==> config.mk <==
export PLATFORM = sky130hd
export DESIGN_NAME = i2s_src_arb
export DESIGN_NICKNAME = d
export VERILOG_FILES = /design/src/rtl/i2s_src_arb.sv
export SDC_FILE = /design/constraint.sdc
export NUM_CORES = 1
export LEC_CHECK = 0
export CORE_AREA = 2 2 101 103
export DETAILED_ROUTE_END_ITERATION = 8
export DIE_AREA = 0 0 103 105
export PLACE_DENSITY = 0.63
export SYNTH_ARGS = -nofsm -noshare
export SYNTH_HDL_FRONTEND = slang
export SYNTH_SLANG_ARGS = --single-unit
export TNS_END_PERCENT = 30
==> constraint.sdc <==
create_clock -name i_clk_12_288 -period 2.8 [get_ports i_clk_12_288]
set_input_delay 0.7 -clock i_clk_12_288 [delete_from_list [all_inputs] [get_ports i_clk_12_288]]
set_output_delay 0.7 -clock i_clk_12_288 [all_outputs]
set_load 0.02 [all_outputs]
==> src/rtl/i2s_src_arb.sv <==
// ---------------------------------------------------------------------------
// i2s_src_arb
// Arbitrates two stereo sample sources onto a single I2S transmitter input.
// Every decision is taken on the one-cycle frame strobe. Ownership is either
// fixed priority (source 0 wins from idle) or round robin with a burst limit.
// An owner that misses a frame produces a muted sample and an underrun pulse.
// After too many consecutive misses the owner loses the grant.
//
// Ports
//   i_clk_12_288         sole clock
//   i_reset_n            synchronous active-low reset
//   i_frame              one-cycle pulse per I2S frame
//   i_mode               0 = fixed priority, 1 = round robin
//   i_s0_valid/i_s1_valid  source has a stereo sample pending
//   i_sN_l / i_sN_r      source sample data
//   o_s0_ready/o_s1_ready  sample consumed this cycle (combinational)
//   o_audio_l/o_audio_r  registered sample towards the I2S transmitter
//   o_grant              one-hot owner, 2'b00 = none
//   o_underrun           one-cycle pulse when the owner missed a frame
//   o_underrun_cnt       saturating underrun count
// ---------------------------------------------------------------------------
module i2s_src_arb #(
   parameter int DATA_BIT     = 16,
   parameter int IDLE_FRAMES  = 4,
   parameter int BURST_FRAMES = 8
) (
   input  logic                i_clk_12_288,
   input  logic                i_reset_n,
   input  logic                i_frame,
   input  logic                i_mode,
   input  logic                i_s0_valid,
   input  logic                i_s1_valid,
   input  logic [DATA_BIT-1:0] i_s0_l,
   input  logic [DATA_BIT-1:0] i_s0_r,
   input  logic [DATA_BIT-1:0] i_s1_l,
   input  logic [DATA_BIT-1:0] i_s1_r,
   output logic                o_s0_ready,
   output logic                o_s1_ready,
   output logic [DATA_BIT-1:0] o_audio_l,
   output logic [DATA_BIT-1:0] o_audio_r,
   output logic [1:0]          o_grant,
   output logic                o_underrun,
   output logic [15:0]         o_underrun_cnt
);

   // State encoding doubles as the one-hot grant value.
   localparam logic [1:0] IDLE   = 2'b00;
   localparam logic [1:0] GRANT0 = 2'b01;
   localparam logic [1:0] GRANT1 = 2'b10;

   logic [1:0]          state;
   logic                last_granted;   // 0 = source 0, 1 = source 1
   logic [3:0]          miss_cnt;
   logic [7:0]          burst_cnt;

   logic                owner_is_s1;
   logic                owner_valid;
   logic                other_valid;
   logic [DATA_BIT-1:0] owner_l;
   logic [DATA_BIT-1:0] owner_r;
   logic [8:0]          burst_next;
   logic [4:0]          miss_next;
   logic                burst_done;
   logic                pref_valid;
   logic                idle_pick_s1;

   // Owner-relative views so the grant states share one code path.
   always_comb begin
      owner_is_s1 = (state == GRANT1);
      owner_valid = owner_is_s1 ? i_s1_valid : i_s0_valid;
      other_valid = owner_is_s1 ? i_s0_valid : i_s1_valid;
      owner_l     = owner_is_s1 ? i_s1_l : i_s0_l;
      owner_r     = owner_is_s1 ? i_s1_r : i_s0_r;
      burst_next  = {1'b0, burst_cnt} + 9'd1;
      miss_next   = {1'b0, miss_cnt} + 5'd1;
      // >= rather than == so a mode change after a long fixed-priority
      // grant still yields at the next transfer.
      burst_done  = i_mode && (burst_next >= 9'(BURST_FRAMES));
      // Round robin prefers whichever source was not granted last.
      pref_valid   = last_granted ? i_s0_valid : i_s1_valid;
      idle_pick_s1 = i_mode ? (pref_valid ? ~last_granted : last_granted)
                            : ~i_s0_valid;
   end

   // Ready is gated by reset so a reset mid-grant never shows a consume.
   assign o_s0_ready = i_reset_n & i_frame & (state == GRANT0);
   assign o_s1_ready = i_reset_n & i_frame & (state == GRANT1);
   assign o_grant    = state;

   always_ff @(posedge i_clk_12_288) begin
      if (!i_reset_n) begin
         state          <= IDLE;
         last_granted   <= 1'b1;
         miss_cnt       <= '0;
         burst_cnt      <= '0;
         o_audio_l      <= '0;
         o_audio_r      <= '0;
         o_underrun     <= 1'b0;
         o_underrun_cnt <= '0;
      end else begin
         o_underrun <= 1'b0;
         if (i_frame) begin
            case (state)
               IDLE: begin
                  o_audio_l <= '0;
                  o_audio_r <= '0;
                  if (i_s0_valid || i_s1_valid) begin
                     state        <= idle_pick_s1 ? GRANT1 : GRANT0;
                     last_granted <= idle_pick_s1;
                     miss_cnt     <= '0;
                     burst_cnt    <= '0;
                  end
               end
               GRANT0, GRANT1: begin
                  if (owner_valid) begin
                     o_audio_l <= owner_l;
                     o_audio_r <= owner_r;
                     miss_cnt  <= '0;
                     if (burst_done) begin
                        burst_cnt <= '0;
                        if (other_valid) begin
                           state        <= owner_is_s1 ? GRANT0 : GRANT1;
                           last_granted <= ~owner_is_s1;
                        end
                     end else if (burst_cnt != 8'hFF) begin
                        burst_cnt <= burst_next[7:0];
                     end
                  end else begin
                     o_audio_l  <= '0;
                     o_audio_r  <= '0;
                     o_underrun <= 1'b1;
                     if (o_underrun_cnt != 16'hFFFF) begin
                        o_underrun_cnt <= o_underrun_cnt + 16'd1;
                     end
                     // Release always goes through IDLE, never a same-frame handover.
                     if (miss_next >= 5'(IDLE_FRAMES)) begin
                        state    <= IDLE;
                        miss_cnt <= '0;
                     end else begin
                        miss_cnt <= miss_next[3:0];
                     end
                  end
               end
               default: state <= IDLE;
            endcase
         end
      end
   end

endmodule

**Yosys cells after proc, flatten, opt, wreduce, memory -nomap -nowiden**

Index checks and enable logic that the tools add are counted.

- Reductions and logical operators: 12
- $lt $le $gt $ge: 2
- Multiplexer cells: 34
- Bitwise logic cells: 7
- Equal/unequal tests: 12
- Add/subtract/negate cells: 3

Operator list:

| cell | number |
|---|---|
| $mux 16 | 4 |
| $pmux 16 s2 | 2 |
| $mux 8 | 4 |
| $add 16x1->16 const B | 1 |
| $ne 16x16->1 const B | 1 |
| $pmux 8 s2 | 1 |
| $mux 2 | 7 |
| $mux 4 | 3 |
| $ne 3x3->1 const B | 4 |
| $mux 1 | 10 |
| $reduce_and 5->1 | 2 |
| $add 8x1->9 const B | 1 |
| $ge 9x4->1 const B | 1 |
| $ne 2x2->1 const B | 4 |
| $ne 8x8->1 const B | 1 |
| $pmux 4 s2 | 1 |
| $reduce_and 3->1 | 2 |
| $reduce_and 6->1 | 1 |
| $add 4x1->5 const B | 1 |
| $ge 5x3->1 const B | 1 |
| $not 1->1 | 4 |
| $pmux 2 s2 | 1 |
| $reduce_and 4->1 | 1 |
| $and 1x1->1 | 3 |
| other kinds (9) | 9 |

- Bits of input ports: 70
- Register bits: 64
- Word-level logic and storage cells: 78
- Output and inout port bits: 53

**Depth between registers and ports, before layout**

- Depth after elaboration: 6
- Depth in mapped cells: 9
- Depth with buffers taken out: 8

**Worst setup path before layout**

Ideal clock, no wire load.

- Path kind: register to register
- Start point: register state[0], in the netlist o_grant[0]
- End point: register o_underrun_cnt[4]
- Required time: 2.685 ns
- Path buffers: 1
- Setup time: 0.115 ns
- Setup slack: 0.627 ns
- Data arrival time: 2.058 ns
- Cell stages (with the launch flop): 10
- Period minus slack after synthesis: 2.173 ns
- Cells stage by stage: dfxtp_1 > inv_1 > ha_1 > mux2i_1 > nand3_1 > a41oi_1 > buf_2 > nand4_1 > xnor2_1 > and2_1

- Word-level cells in the longest chain between the ends: 4
- Elaborated cells on any way between the ends: 6
- Classes of those cells: 2 x eq/ne; 1 x mux; 1 x bitwise; 2 x reduce/logical

Ends and longest elaborated chain:

| element | line | RTL |
|---|---|---|
| from (decl) | 51 | `logic [1:0] state;` |
| from (signal assigned) | 108 | `state <= idle_pick_s1 ? GRANT1 : GRANT0;` |
| from (signal assigned) | 122 | `state <= owner_is_s1 ? GRANT0 : GRANT1;` |
| $eq 2x2->1 | 69, 103 |  |
| $mux 1 | 70 | `owner_valid = owner_is_s1 ? i_s1_valid : i_s0_valid;` |
| $not 1->1 (no line) | -- |  |
| $reduce_and 4->1 (no line) * | -- |  |
| to (signal assigned) | 133 | `o_underrun_cnt <= o_underrun_cnt + 16'd1;` |
| to (decl) | 43 | `output logic [15:0] o_underrun_cnt` |

Every way passes the cells marked *; elsewhere a longest branch is shown, timed or not.
A chain may end at the register's enable or synchronous reset.

**Worst setup path after layout**

- Start point: input port i_reset_n
- End point: output port o_s1_ready

- Word-level cells in the longest chain between the ends: 2

Ends and longest elaborated chain:

| element | line | RTL |
|---|---|---|
| from (decl) | 28 | `input logic i_reset_n,` |
| $and 1x1->1 (2 in a row) | 87 | `assign o_s1_ready = i_reset_n & i_frame & (state == GRANT1);` |
| to (decl) | 38 | `output logic o_s1_ready,` |

No other way between the ends.

==> summary.md <==
| Metric | Value |
|---|---|
| Status | completed |
| Slew @ Worst Pin | between 0.9 and 1 ns |
| Min setup slack post-route | between 0.1 and 0.15 ns |
| Yosys warning total | 0 |
| Die Span Y | 105 um |
| Post-CTS Setup Inserts | 0 |
| Clock Power Share | 33.7% |
| Buffer depth of the longest clock path | 2 |
| Post-CTS Resized | 0 |
| Final Cell Area | a little under 5000 um^2 |
| Slowest CP cell | clkdlybuf4s50_1 |
| Sequence of cells on the critical path | clkdlybuf4s50_1 -> and3_1 -> clkdlybuf4s50_1 |
| Netlist cell types | 42 |
| Rows | 36 |
| Met3 usage | 4.35% |
| Clock insertion delay at the later pin of the skew report | 0.33 ns |
| Setup Viol. Count Final | 0 |
| Port-buffer cells | approximately 120 |
| ANT cells | 0 |
| Hold Fails Final Rpt | 0 |
| CP startpoint kind | input pin |
| Area Overhead vs Synth | 47.6% |
| Slew HR | 39.1% |
| P_int | 1.67 mW |
| RSZ-0062 raised after global routing | no |
| Initial antenna violation count | 0 |
| Layout cell share with drive strength beyond 1 | 6.90% |
| Fin crit share | between 90% and 100% |
| Clock Skews | 0.00898 ns |
| Total Routing Usage GR | 16.8% |
| EDFF count, synth | 0 |
| DR iter-0 viols | a little under 90 |
| Via count | 3158 |
| Reg2Reg Depth | 6 |
| # placed instances | 610 |
| Max cap viols | 0 |
| Endpoint class of the critical path | output port |
| DRT antenna net count | 0 |
| CP max stage delay | 0.59 ns |
| Grt met2 use | 27.9% |
| Num CTS Buffers | 9 |
| F_max | approximately 370 MHz |
| M1 GR Usage | a little over a fifth |
| Synth Flop Type | dfxtp_1 |
| Final Non-Filler Cells | 626 |
| Worst endpoint data arrival time | about 2 ns |
| First-pass GRT wire length | 14600 um |
| First-pass DRT Iterations | 4 |
| Kind of critical path | input pin to output port |
| Remaining global-route overflow | 0 |
| Max Slew Vio Count | 0 |
| Final total power | 2.41 mW |
| Htree depth | 3 |
| Most used routing layer | met2 |
| # nets final | 567 |
| Root buf cell | clkbuf_8 |
| Yosys reg bits | 64 |
| Fraction of registers with async set/reset | 0% |
| CTS sink cnt | 64 |
| Synth Cell Area | 3300 um^2 |
| DIE AREA | 10800 um^2 |
| Worst Path Required | approximately 2.1 ns |
| Worst hold margin | 0.498 ns |
| LEAKAGE | roughly 1.8 nW |
| Post-Route WL | between 9000 and 10000 um |
| Min cycle time layout | 2.68 ns |
| Detailed placer's ending HPWL | 6410 um |
| DR vias/cell | 5.04 |
| Hold Path Depth | 2 |
| GPL Wtd Cong | 0.847 |
| Area of the core | 9640 um^2 |
| Die width | 103 um |
| Worst Path Max Fanout | 3 |
| Starting Density | 34.2% |
| Net Sw Frac | 30.8% |
| NetSw | 0.742 mW |
| Largest net degree at the start of global routing | 66 |
| Max VDD drop | 0.261 mV |
| Syn Inst Count | between 300 and 400 |
| Seq/Total Area, Yosys | 38.8% |
| Vias in the first global route | 3077 |
| Crit path top cell by count | clkdlybuf4s50_1 |
| Placed Area | 4670 um^2 |
| Post-CTS Hold Buffers | 0 |
| Final Util | 50.5% |
| # IOs | between 100 and 150 |
| Syn nets | 450 |
| R2r setup slk | around 0.22 ns |
| CTS tree | done |
| Setup TNS | 0 ns |
| Logic pwr share | 26.0% |
| Synth Area per Inst | 8.90 um^2 |
| DRC viols | 0 |
| Sequential share of power | 40.3% |
| Hold/Removal Path Class | flip-flop to flip-flop |
| CTS clk-pin slew, worst paths | 0.07 ns |
| Power density over the cells | slightly below 500 nW/um^2 |
| Setup slack at placement | 0.0185 ns |
| WL/cell | 14.6 um |
==> final cells by class <==
class | count | area [um^2]
Inverter | 4 | 15.0
Timing Repair Buffer | 134 | 1310
Multi-Input combinational cell | 275 | 1900
Sequential cell | 64 | 1280
Clock buffer | 9 | 124
Fill cell | 972 | 4770
Tap cell | 133 | 166
Clock inverter | 7 | 77.6
==> final timing paths <==
kind,from,endpoint
setup / recovery,i_reset_n,o_s1_ready
hold / removal,last_granted,last_granted
setup reg to reg,burst_cnt[0],burst_cnt[4]
hold reg to reg,last_granted,last_granted
==> flip-flops by register name (all words and copies together) (netlist names) <==
signal          count
o_grant             2
o_underrun          1
o_audio_r          16
o_underrun_cnt     16
last_granted        1
burst_cnt           8
miss_cnt            4
o_audio_l          16
==> power groups by stage <==
stage | clock, mW | sequential (mW) | combinational [mW]
after CTS | 0.840 | 0.972 | 0.634
after global routing | 0.871 | 0.977 | 0.690
final | 0.814 | 0.972 | 0.626
after detailed placement | 0 | 0.993 | 0.631
after global placement | 0 | 0.992 | 0.622
after floorplan | 0 | 1.03 | 0.334
==> worst max-delay path: cells and delay by family <==
kind	cells	cell delay, ns
buf+inv	2	1.11
simple gates	1	0.17
==> cell usage in the layout (no fill, tap or decap), types with 9 or more instances in the layout <==
| cell | synthesis | layout |
|---|---|---|
| and3_1 | 11 | 11 |
| a22o_1 | 33 | 33 |
| nand3_1 | 12 | 12 |
| buf_4 | 0 | 12 |
| xnor2_1 | 14 | 14 |
| and2_1 | 19 | 19 |
| a22oi_1 | 32 | 32 |
| nor2b_1 | 40 | 39 |
| clkdlybuf4s50_1 | 0 | 122 |
| dfxtp_1 | 64 | 64 |
| clkbuf_8 | 0 | 9 |
| ha_1 | 9 | 9 |
| nand2_1 | 22 | 22 |
| nor2_1 | 14 | 13 |
==> layer usage <==
| metal | vias up | routed length [um] |
|---|---|---|
| met3 | 5 | 548 |
| li1 | 1586 | - |
| met4 | 0 | 53 |
| met2 | 75 | 4600 |
| met1 | 1492 | 3950 |
| met5 | - | 0 |
==> kinds of logic after synthesis <==
logic type	after synthesis	synth area share [%]
fa+ha+maj	9	3.41
mux	4	1.21
simple gates	145	24.7
buf+inv	32	3.87
xor+xnor	16	4.25
compound gates	101	23.8
flops	64	38.8
==> cells in the mapped netlist, types with 2 or more instances <==
cell type	instances	area share, %
dfxtp_1	64	39
nor2b_1	40	7.6
a22o_1	33	8.8
a22oi_1	32	7.3
clkbuf_1	22	2.5
nand2_1	22	2.5
and2_1	19	3.6
nor2_1	14	1.6
xnor2_1	14	3.7
nand3_1	12	1.8
and3_1	11	2.1
ha_1	9	3.4
nand4_1	8	1.5
o21ai_0	8	1.2
a21oi_1	7	1.1
buf_2	6	0.91
a21boi_1	4	0.91
inv_1	4	0.45
mux2i_1	4	1.2
nand2b_1	4	0.76
nor3_1	4	0.61
and4_1	3	0.80
a21boi_0	2	0.45
a31oi_1	2	0.38
nand3b_1	2	0.45
nor3b_1	2	0.45
o22ai_1	2	0.38
or4_1	2	0.45
xor2_1	2	0.53
Note: power is estimated with default switching activity, not from simulation.
